--- src/rtl/uv_sram_ctrl.sv ---
// Request/response front end for a synchronous SRAM with RAM_DLY extra access cycles.
// Define UV_SRAM_CTRL_WR_RSP_EN to have accepted writes return a zero-data response beat.
module uv_sram_ctrl #(
    parameter int RAM_AW    = 8,
    parameter int RAM_DW    = 32,
    parameter int RAM_MW    = RAM_DW / 8,
    parameter int RAM_DLY   = 0,
    parameter int RSP_DEPTH = 4
) (
    input  logic              clk,
    input  logic              rst_n,
    input  logic              req_vld,
    output logic              req_rdy,
    input  logic              req_read,
    input  logic [RAM_AW-1:0] req_addr,
    input  logic [RAM_DW-1:0] req_data,
    input  logic [RAM_MW-1:0] req_mask,
    output logic              rsp_vld,
    input  logic              rsp_rdy,
    output logic [RAM_DW-1:0] rsp_data,
    output logic              ram_ce,
    output logic              ram_we,
    output logic [RAM_AW-1:0] ram_a,
    output logic [RAM_DW-1:0] ram_d,
    output logic [RAM_MW-1:0] ram_m,
    input  logic [RAM_DW-1:0] ram_q
);

    // state  | meaning
    // S_IDLE | may accept a request this cycle
    // S_WAIT | SRAM busy for RAM_DLY more cycles after an accept
    typedef enum logic {S_IDLE, S_WAIT} state_t;

    localparam int PW  = (RSP_DEPTH > 1) ? $clog2(RSP_DEPTH) : 1;
    localparam int CRW = PW + 1;
    localparam int CW  = (RAM_DLY > 0) ? $clog2(RAM_DLY + 1) : 1;
    localparam int SRW = RAM_DLY + 1;

`ifdef UV_SRAM_CTRL_WR_RSP_EN
    localparam bit WR_RSP = 1'b1;
`else
    localparam bit WR_RSP = 1'b0;
`endif

    state_t            state_q, state_d;
    logic [CW-1:0]     wcnt_q, wcnt_d;
    logic [SRW-1:0]    sr_vld_q, sr_vld_d;
    logic [SRW-1:0]    sr_rd_q, sr_rd_d;
    logic [CRW-1:0]    credit_q, credit_d;
    logic [CRW-1:0]    occ_q, occ_d;
    logic [PW-1:0]     wr_ptr_q, rd_ptr_q;
    logic [RAM_DW-1:0] fifo_q [RSP_DEPTH];

    logic              accept;
    logic              consume;
    logic              push;
    logic              pop;
    logic [RAM_DW-1:0] push_data;

    assign req_rdy = rst_n & (state_q == S_IDLE) & (credit_q < CRW'(RSP_DEPTH));
    assign accept  = req_vld & req_rdy;
    assign consume = accept & (req_read | WR_RSP);

    assign ram_ce = accept;
    assign ram_we = ~req_read;
    assign ram_a  = req_addr;
    assign ram_d  = req_data;
    assign ram_m  = req_mask;

    // Stage SRW-1 lines up with the edge where the SRAM's registered q is valid.
    assign sr_vld_d  = SRW'({sr_vld_q, consume});
    assign sr_rd_d   = SRW'({sr_rd_q, accept & req_read});
    assign push      = sr_vld_q[SRW-1];
    assign push_data = sr_rd_q[SRW-1] ? ram_q : '0;

    assign rsp_vld  = (occ_q != '0);
    assign pop      = rsp_vld & rsp_rdy;
    assign rsp_data = rsp_vld ? fifo_q[rd_ptr_q] : '0;

    assign credit_d = credit_q + CRW'(consume) - CRW'(pop);
    assign occ_d    = occ_q + CRW'(push) - CRW'(pop);

    always_comb begin
        state_d = state_q;
        wcnt_d  = wcnt_q;
        case (state_q)
            S_IDLE: begin
                if (accept && (RAM_DLY > 0)) begin
                    state_d = S_WAIT;
                    wcnt_d  = CW'(RAM_DLY);
                end
            end
            S_WAIT: begin
                wcnt_d = wcnt_q - CW'(1);
                if (wcnt_q <= CW'(1)) begin
                    state_d = S_IDLE;
                end
            end
            default: state_d = S_IDLE;
        endcase
    end

    always_ff @(posedge clk) begin
        if (!rst_n) begin
            state_q  <= S_IDLE;
            wcnt_q   <= '0;
            sr_vld_q <= '0;
            sr_rd_q  <= '0;
            credit_q <= '0;
            occ_q    <= '0;
            wr_ptr_q <= '0;
            rd_ptr_q <= '0;
        end else begin
            state_q  <= state_d;
            wcnt_q   <= wcnt_d;
            sr_vld_q <= sr_vld_d;
            sr_rd_q  <= sr_rd_d;
            credit_q <= credit_d;
            occ_q    <= occ_d;
            wr_ptr_q <= wr_ptr_q + PW'(push);
            rd_ptr_q <= rd_ptr_q + PW'(pop);
        end
    end

    // Storage needs no reset: rsp_data is masked whenever the FIFO is empty.
    always_ff @(posedge clk) begin
        if (push) begin
            fifo_q[wr_ptr_q] <= push_data;
        end
    end

endmodule

--- config.mk ---
export PLATFORM = sky130hd
export DESIGN_NAME = uv_sram_ctrl
export DESIGN_NICKNAME = d
export VERILOG_FILES = /design/src/rtl/uv_sram_ctrl.sv
export SDC_FILE = /design/constraint.sdc
export NUM_CORES = 1
export LEC_CHECK = 0
export CORE_ASPECT_RATIO = 1.75
export CORE_MARGIN = 3
export CORE_UTILIZATION = 45
export CTS_CLUSTER_DIAMETER = 150
export DETAILED_ROUTE_END_ITERATION = 12
export PLACE_DENSITY = 0.75
export SLEW_MARGIN = 5
export SYNTH_ARGS = -nofsm -noshare
export SYNTH_HDL_FRONTEND = slang
export SYNTH_SLANG_ARGS = --single-unit
--- constraint.sdc ---
create_clock -name clk -period 3.9 [get_ports clk]
set_input_delay 0.585 -clock clk [delete_from_list [all_inputs] [get_ports clk]]
set_output_delay 0.585 -clock clk [all_outputs]
set_load 0.01 [all_outputs]
# Word-level counts from Yosys, hierarchy flattened
# Memory sizes are Yosys's and may differ from the RTL's. A register that Yosys moved wholly into a read port is not among the register bits.
# Index checks and enable logic that the tools add are counted.
# W data, S select, Z words.
[word_totals]
wordCells = 32
romBits = 0
out_inout_bits = 80
latch_bits = 0
reg_bits = 13
ram_bits = 128
mem_count = 1
inputBits = 81
[memory_table]
columns = ["name", "words", "word_bits", "rd", "rd_clocked_by_memory_dff", "wr", "line", "text"]
rows = [
  ["fifo_q", 4, 32, 1, 1, 1, "52", "logic [RAM_DW-1:0] fifo_q [RSP_DEPTH];"],
]
[classes]
n_reduce_logical = 2
n_eq_ne = 0
magnitude_cmp = 2
multipliers = 0
mux = 6
n_shift = 0
div_mod_pow = 0
addsub = 7
n_bitwise = 7
[op_table]
columns = ["operator", "count"]
rows = [
  ["$mux W32", 2],
  ["$add A3 B1 Y3", 2],
  ["$sub A3 B1 Y3", 2],
  ["$and A1 B1 Y1", 5],
  ["$add A2 B1 Y2", 2],
  ["$lt A3 B3 Y1 const B", 1],
  ["$mux W1", 3],
  ["$reduce_bool A3 Y1", 1],
  ["$mux W2", 1],
  ["$not A1 Y1", 2],
  ["$reduce_and A2 Y1", 1],
  ["$le A1 B1 Y1 const B", 1],
  ["$sub A1 B1 Y1 const B", 1],
]

# Longest topological paths before layout
# Gate-level depths: netlist of the first run.
[depth]
depth_word = 7
depth_mapped = 6
depth_no_buf = 6

# Least setup slack after synthesis of the first run
# No wires, ideal clock.
[synth_timing]
path_kind = "register to register"
start = "register sr_rd_q (netlist name)"
end = "memory fifo_q[0][0], enable pin"
n_path_buf = 0
arrival_ps = 2853
setup_slack_ps = 579
setup_time_ps = 468
stages_incl_launch_ff = 2
required_time_ps = 3432
period_less_slack_ps = 3321
path_cell_list = "dfxtp_1 nor3b_1"
[synth_lines]
columns = ["item", "line"]
rows = [
  ["end, declared", "52"],
]

==> results of run 1 <==
per-stage QoR:
stage	cell area [µm²]	hold slack, ns	util (%)	total power (W)	instances
floorplan	5980	0.535	-	0.00251	335
CTS	7130	0.605	55.1	0.00451	556
finish	7130	0.591	55.1	0.00445	556
global placement	6540	0.543	50.6	0.00292	524
detailed placement	6540	0.590	50.6	0.00295	524
global route	7130	0.616	55.1	0.00465	556
synthesized netlist by cell type (all sizes together) (2+ instances only):
| master | count | area [µm²] |
|---|---|---|
| edfxtp | 128 | 3840 |
| and2 | 73 | 457 |
| buf | 51 | 412 |
| mux4 | 32 | 736 |
| dfxtp | 11 | 220 |
| clkbuf | 8 | 30.0 |
| inv | 4 | 15.0 |
| ha | 3 | 37.5 |
| mux2i | 3 | 30.0 |
| nand2 | 3 | 11.3 |
| fa | 2 | 40.0 |
| nand2b | 2 | 12.5 |
| xnor3 | 2 | 45.0 |
| xor2 | 2 | 17.5 |
layout make-up:
| type | instances | area [µm²] |
|---|---|---|
| Clock buffer | 18 | 429 |
| Clock inverter | 14 | 154 |
| Fill cell | 1038 | 5810 |
| Inverter | 4 | 15.0 |
| Multi-Input combinational cell | 133 | 1480 |
| Sequential cell | 139 | 4070 |
| Tap cell | 171 | 214 |
| Timing Repair Buffer | 77 | 771 |
per-layer routing:
metal / part of all wire, % / global-route usage, %
met1: 36 / 16.7
met2: 54 / 27.1
met3: 4.9 / 4.16
met4: 5.5 / 11.0
met5: 0 / 0
worst min-delay path, stage by stage (launching register included):
cell     delay (ns)
dfxtp_1        0.31
ha_1           0.13
and2_1         0.11
flip-flops by register name (all words and copies together), names as in the netlist:
name,cells
wr_ptr_q,2
fifo_q,128
sr_rd_q,1
credit_q,3
rd_ptr_q,2
occ_q,3
power groups by stage:
stage | combinational [W] | clock (W) | sequential, W
after global placement | 0.00113 | 0 | 0.00180
after floorplan | 0.000780 | 0 | 0.00173
after CTS | 0.00115 | 0.00158 | 0.00177
after global routing | 0.00122 | 0.00165 | 0.00178
after detailed placement | 0.00115 | 0 | 0.00180
final | 0.00112 | 0.00155 | 0.00177
kinds of logic after synthesis:
kind of cell	Yosys count	synth area share, %
buffers and inverters	63	7.63
and+or+nand+nor	87	9.02
adders and majority gates	5	1.30
xor gates and xnor gates	4	1.05
DFF	139	67.9
AOI/OAI and AO/OA	2	0.272
muxes	35	12.8
how the worst max path moves through the flow:
stage                      startpoint  cells after the start  slack (ns)                     end
6_report       rd_ptr_q[0]$_SDFF_PN0_                      4        0.75            rsp_data[29]
5_1_grt        rd_ptr_q[0]$_SDFF_PN0_                      4        0.60            rsp_data[26]
4_1_cts        rd_ptr_q[0]$_SDFF_PN0_                      4        0.66            rsp_data[26]
3_5_place_dp                    rst_n                      7        0.94  credit_q[2]$_SDFF_PN0_
3_3_place_gp                    rst_n                      7        1.03  credit_q[2]$_SDFF_PN0_
2_1_floorplan      sr_rd_q$_SDFF_PN0_                      1        0.58  fifo_q[0][0]$_DFFE_PP_
placed cells by master (no fill, tap or decap):
cell type	n
edfxtp_1	128
and2_1	73
clkdlybuf4s50_1	72
mux4_2	28
clkbuf_16	17
dfxtp_1	9
clkinvlp_4	6
clkinv_1	5
mux4_1	4
inv_1	4
buf_4	4
mux2i_1	3
nand2_1	3
ha_1	3
bufinv_16	3
xor2_1	2
nand2b_1	2
xnor3_1	2
fa_1	2
dfxtp_2	2
or3_1	1
nand4b_1	1
nand3_1	1
o31ai_1	1
and3b_2	1
nor3b_2	1
nor2b_1	1
nor2_4	1
and3_2	1
or2_2	1
o311ai_0	1
clkbuf_1	1
buf_12	1
==> flow_summary.yaml, run 1 <==
timing:
  setup_violations: 0
  worst_slack_ns: 0.748
  finalClockSkew_ns: 0.00560
  worst_slew_margin_rel_pct: 32.1
  finalHoldViolCount: 0
  report.final.slew_viol_count: 0
  post-route-min-period_ns: 3.15
  tns_ns: 0
  fin_crit_sh_pct: 80.8
  fmax_mhz: 317
  rsz0062_at_grt: "no"
  worstMarginPinSlew_ns: 1.02
global_routing:
  grt_usage_pct: 15.7
  antenna_found_initial: 0
  grt_remaining_overflow: 0
  grt_pass1_vias: 3192
  grt_max_degree: 35
  grt_pass1_wl_um: 17000
worst_hold_path:
  whs_path_depth: 2
  hp-class: "flip-flop to flip-flop"
  min_to: "credit_q[0]$_SDFF_PN0_"
  hp-start: "credit_q[0]$_SDFF_PN0_"
yosys:
  synth-main-ff-cell: "edfxtp_1"
  synth_edf_count: 128
  synthCells: 335
  yosysUniqueCellTypes: 30
  async_flop_share_pct: 0
  synth-seq-cells: 139
  yosysWarningCount: 0
  synth_fp_nets: 421
  avgSynthCellArea_um2: 17.9
  ys_seq_area_share_pct: 67.9
  synth_area_um2: 5980
drt:
  ant_nets: 0
  drtIter0Drc: 169
  routedWlPerCell_um: 19.6
  drt-total-wl_um: 10900
  via_per_inst: 5.11
  via_count: 2839
  drc: 0
  drt-pass1-iter-count: 4
layout:
  nNetsFinal: 458
  area_growth_pct: 19.1
  diodes: 0
  drive_gt1_share_pct: 17.1
worst_setup_path:
  rrSetupSlack_ns: 1.57
  regToRegEndpoint: "credit_q[2]$_SDFF_PN0_"
  cp_slowest_stage_delay_ns: 0.68
  cp-start-kind: "flip-flop"
  worstPathCellList: "buf_12 > mux4_2 > and2_1 > clkdlybuf4s50_1"
  r2r_start: "occ_q[0]$_SDFF_PN0_"
  worstSetupPathType: "flip-flop to output pin"
  critPathTopFamily: "buffers and inverters"
  critPathSlowestCell: "dfxtp_2"
  crit_buf_inv: 2
  cp.required_ns: 3.31
  cp.arrival_ns: 2.57
  cp_max_fo: 21
  cp-end-kind: "output pin"
  rr_worst_depth: 6
placed_design:
  gp_congestion: 0.782
  dp_hpwl_um: 6980
  portBuffers: 72
  place_ws_ns: 0.940
power:
  switching_share_pct: 24.5
  switching_power_w: 0.00109
  seq_power_share_pct: 39.8
  clockPowerShare_pct: 34.9
  cellLeakagePower_nw: 2.45
  ir_drop_v: 0.000390
  p_int_w: 0.00336
  power_density_nw_per_um2: 624
  combPwrFrac_pct: 25.3
clocking:
  cts_buffer_depth: 2
  htreeDepth: 4
  cts_tree: "yes"
  hold_buffers: 0
  root_buffer: "clkbuf_16"
  path_clk_slew_ns: 0.05
  cts_made_buffers: 17
  clock-sinks: 139
  clock_latency_ns: 0.40
  ctsResizeCount: 0
  postCtsSetupBuffers: 0
floorplan:
  ioPinCount: 161
  start_util_pct: 46.2
  dieHeight_um: 159
  fp.coreArea_um2: 12900
  die_w_um: 93.2
  std_cell_rows: 55
  die_area_um2: 14800
job:
  cap_violations: 0
run_status:
  outcome: "finished, final reports clean"
(Power assumes the default switching activity.)
==> inputs of run 2 (changes only) <==
- CORE_UTILIZATION: 45 -> 44
- PLACE_DENSITY: 0.75 -> 0.77
- clock period: 3.9 -> 2.8 ns (I/O delays scaled with it)
==> run 2 against run 1 <==
Effect of this change: setup slack worse by 0.62 ns; register-to-register slack worse by 1.0 ns; non-clock buffer count is 7 higher; combinational power is 49% higher; critical endpoint is now rsp_data[31].
==> flow_summary.yaml, run 2 (synthesis results as in run 1) <==
power:
  switching_power_w: 0.00157
  switching_share_pct: 24.6
  seq_power_share_pct: 37.7
  clockPowerShare_pct: 36.2
  combPwrFrac_pct: 26.2
  power_density_nw_per_um2: 880
  cellLeakagePower_nw: 2.52
  p_int_w: 0.00481
  ir_drop_v: 0.000556
layout:
  diodes: 0
  largest_registers: "fifo_q: 128 flops, credit_q: 3 flops, occ_q: 3 flops"
  largest_reg_flops: 128
  nFillCells: 1023
  drive_gt1_share_pct: 19.6
  layout_common_cells: "128 x edfxtp_1, 73 x and2_1, 72 x clkdlybuf4s50_1, 28 x mux4_2, 17 x clkbuf_16"
  regMostFlops: "fifo_q"
  final_common_cell: "edfxtp_1"
  nNetsFinal: 465
  area_growth_pct: 21.2
  final_util_pct: 55.1
floorplan:
  std_cell_rows: 55
  die_area_um2: 15100
  dieHeight_um: 160
  fp.coreArea_um2: 13100
  die_w_um: 94.1
  ioPinCount: 161
  start_util_pct: 45.5
timing:
  worstMarginPinSlew_ns: 0.606
  fin_hold_ws_ns: 0.574
  fin_crit_sh_pct: 95.4
  report.final.slew_viol_count: 0
  finalHoldViolCount: 0
  setup_violations: 0
  tns_ns: 0
  post-route-min-period_ns: 2.67
  rsz0062_at_grt: "no"
  fmax_mhz: 374
  worst_slew_margin_rel_pct: 59.2
  finalClockSkew_ns: 0.00556
drt:
  ant_nets: 0
  routedWlPerCell_um: 19.8
  met2WireLength_um: 5860
  met3_wirelength_um: 532
  drt-total-wl_um: 11200
  highest_layer: "met4"
  drt-met1-wl_um: 4000
  drt-pass1-iter-count: 4
  via_per_inst: 5.12
  via_count: 2883
  drc: 0
  drtIter0Drc: 157
clocking:
  htreeDepth: 4
  root_buffer: "clkbuf_16"
  cts_buffer_depth: 2
  postCtsSetupBuffers: 0
  cts_tree: "yes"
  path_clk_slew_ns: 0.06
  cts_made_buffers: 17
  clock_latency_ns: 0.41
  clock-sinks: 139
  ctsResizeCount: 0
  hold_buffers: 0
run_status:
  outcome: "finished, final reports clean"
global_routing:
  grt_remaining_overflow: 0
  grt_max_degree: 26
  grt_usage_pct: 16.2
  grt_pass1_wl_um: 17600
  antenna_found_initial: 0
  grt_pass1_vias: 3257
worst_setup_path:
  worstPathCellList: "buf_4 > mux4_1 > and2_1 > clkdlybuf4s50_1"
  cp-start-kind: "flip-flop"
  cp-end-kind: "output pin"
  cp.arrival_ns: 2.25
  cp_max_fo: 14
  critPathTopFamily: "buffers and inverters"
  worstSetupPathType: "flip-flop to output pin"
  crit_buf_inv: 2
  cp_slowest_stage_delay_ns: 0.57
  cp.required_ns: 2.38
  critPathSlowestCell: "mux4_1"
placed_design:
  gp_congestion: 0.758
  dp_hpwl_um: 7380
  portBuffers: 72
worst_hold_path:
  hp-class: "flip-flop to flip-flop"
job:
  cap_violations: 0
## run 2: power groups by stage
stage | combinational (W) | clock (W) | sequential [W]
3_5_place_dp | 0.00171 | 0 | 0.00245
3_3_place_gp | 0.00168 | 0 | 0.00244
2_1_floorplan | 0.00109 | 0 | 0.00241
6_report | 0.00167 | 0.00231 | 0.00240
4_1_cts | 0.00171 | 0.00235 | 0.00240
5_1_grt | 0.00181 | 0.00244 | 0.00241
## run 2: final cells by class
class	count	area (µm²)	area share (%)
sequential	139	4070	56.1
multi-input combinational	133	1480	20.5
timing repair buffer	84	848	11.7
clock buffer	18	429	5.92
tap	171	214	2.95
clock inverter	14	193	2.66
inverter	4	15.0	0.207
## run 2: worst paths after layout
kind,startpoint,end,slack (ns),depth (start not counted)
worst max-delay path,rd_ptr_q[0]$_SDFF_PN0_,rsp_data[31],0.13,4
worst min-delay path,credit_q[0]$_SDFF_PN0_,credit_q[0]$_SDFF_PN0_,0.57,2
worst max register to register,occ_q[0]$_SDFF_PN0_,credit_q[2]$_SDFF_PN0_,0.56,6
worst min register to register,credit_q[0]$_SDFF_PN0_,credit_q[0]$_SDFF_PN0_,0.57,2
## run 2: through the flow
stage / setup WS [ns] / std cells / power (W) / area [µm²]
3_5_place_dp: 0.289 / 531 / 0.00415 / 6630
2_1_floorplan: 0.314 / 335 / 0.00350 / 5990
5_1_grt: 0.0161 / 563 / 0.00666 / 7250
6_report: 0.129 / 563 / 0.00638 / 7250
4_1_cts: 0.0752 / 563 / 0.00647 / 7250
3_3_place_gp: 0.351 / 531 / 0.00412 / 6630
## run 2: worst reg2reg max path: cells and delay by family, from the launching register on
kind / cells / cell delay (ns)
AND/OR/NAND/NOR: 1 / 0.16
XOR/XNOR: 2 / 0.47
flip-flops: 1 / 0.35
adder cells (fa/ha/maj): 2 / 0.62
AO/OA/AOI/OAI: 1 / 0.55
## run 2: per-layer routing
| metal | up-vias | global-route usage [%] |
|---|---|---|
| met5 | - | 0 |
| met4 | 0 | 12.1 |
| met3 | 69 | 4.67 |
| met2 | 86 | 26.8 |
| met1 | 1430 | 16.9 |
| li1 | 1298 | - |
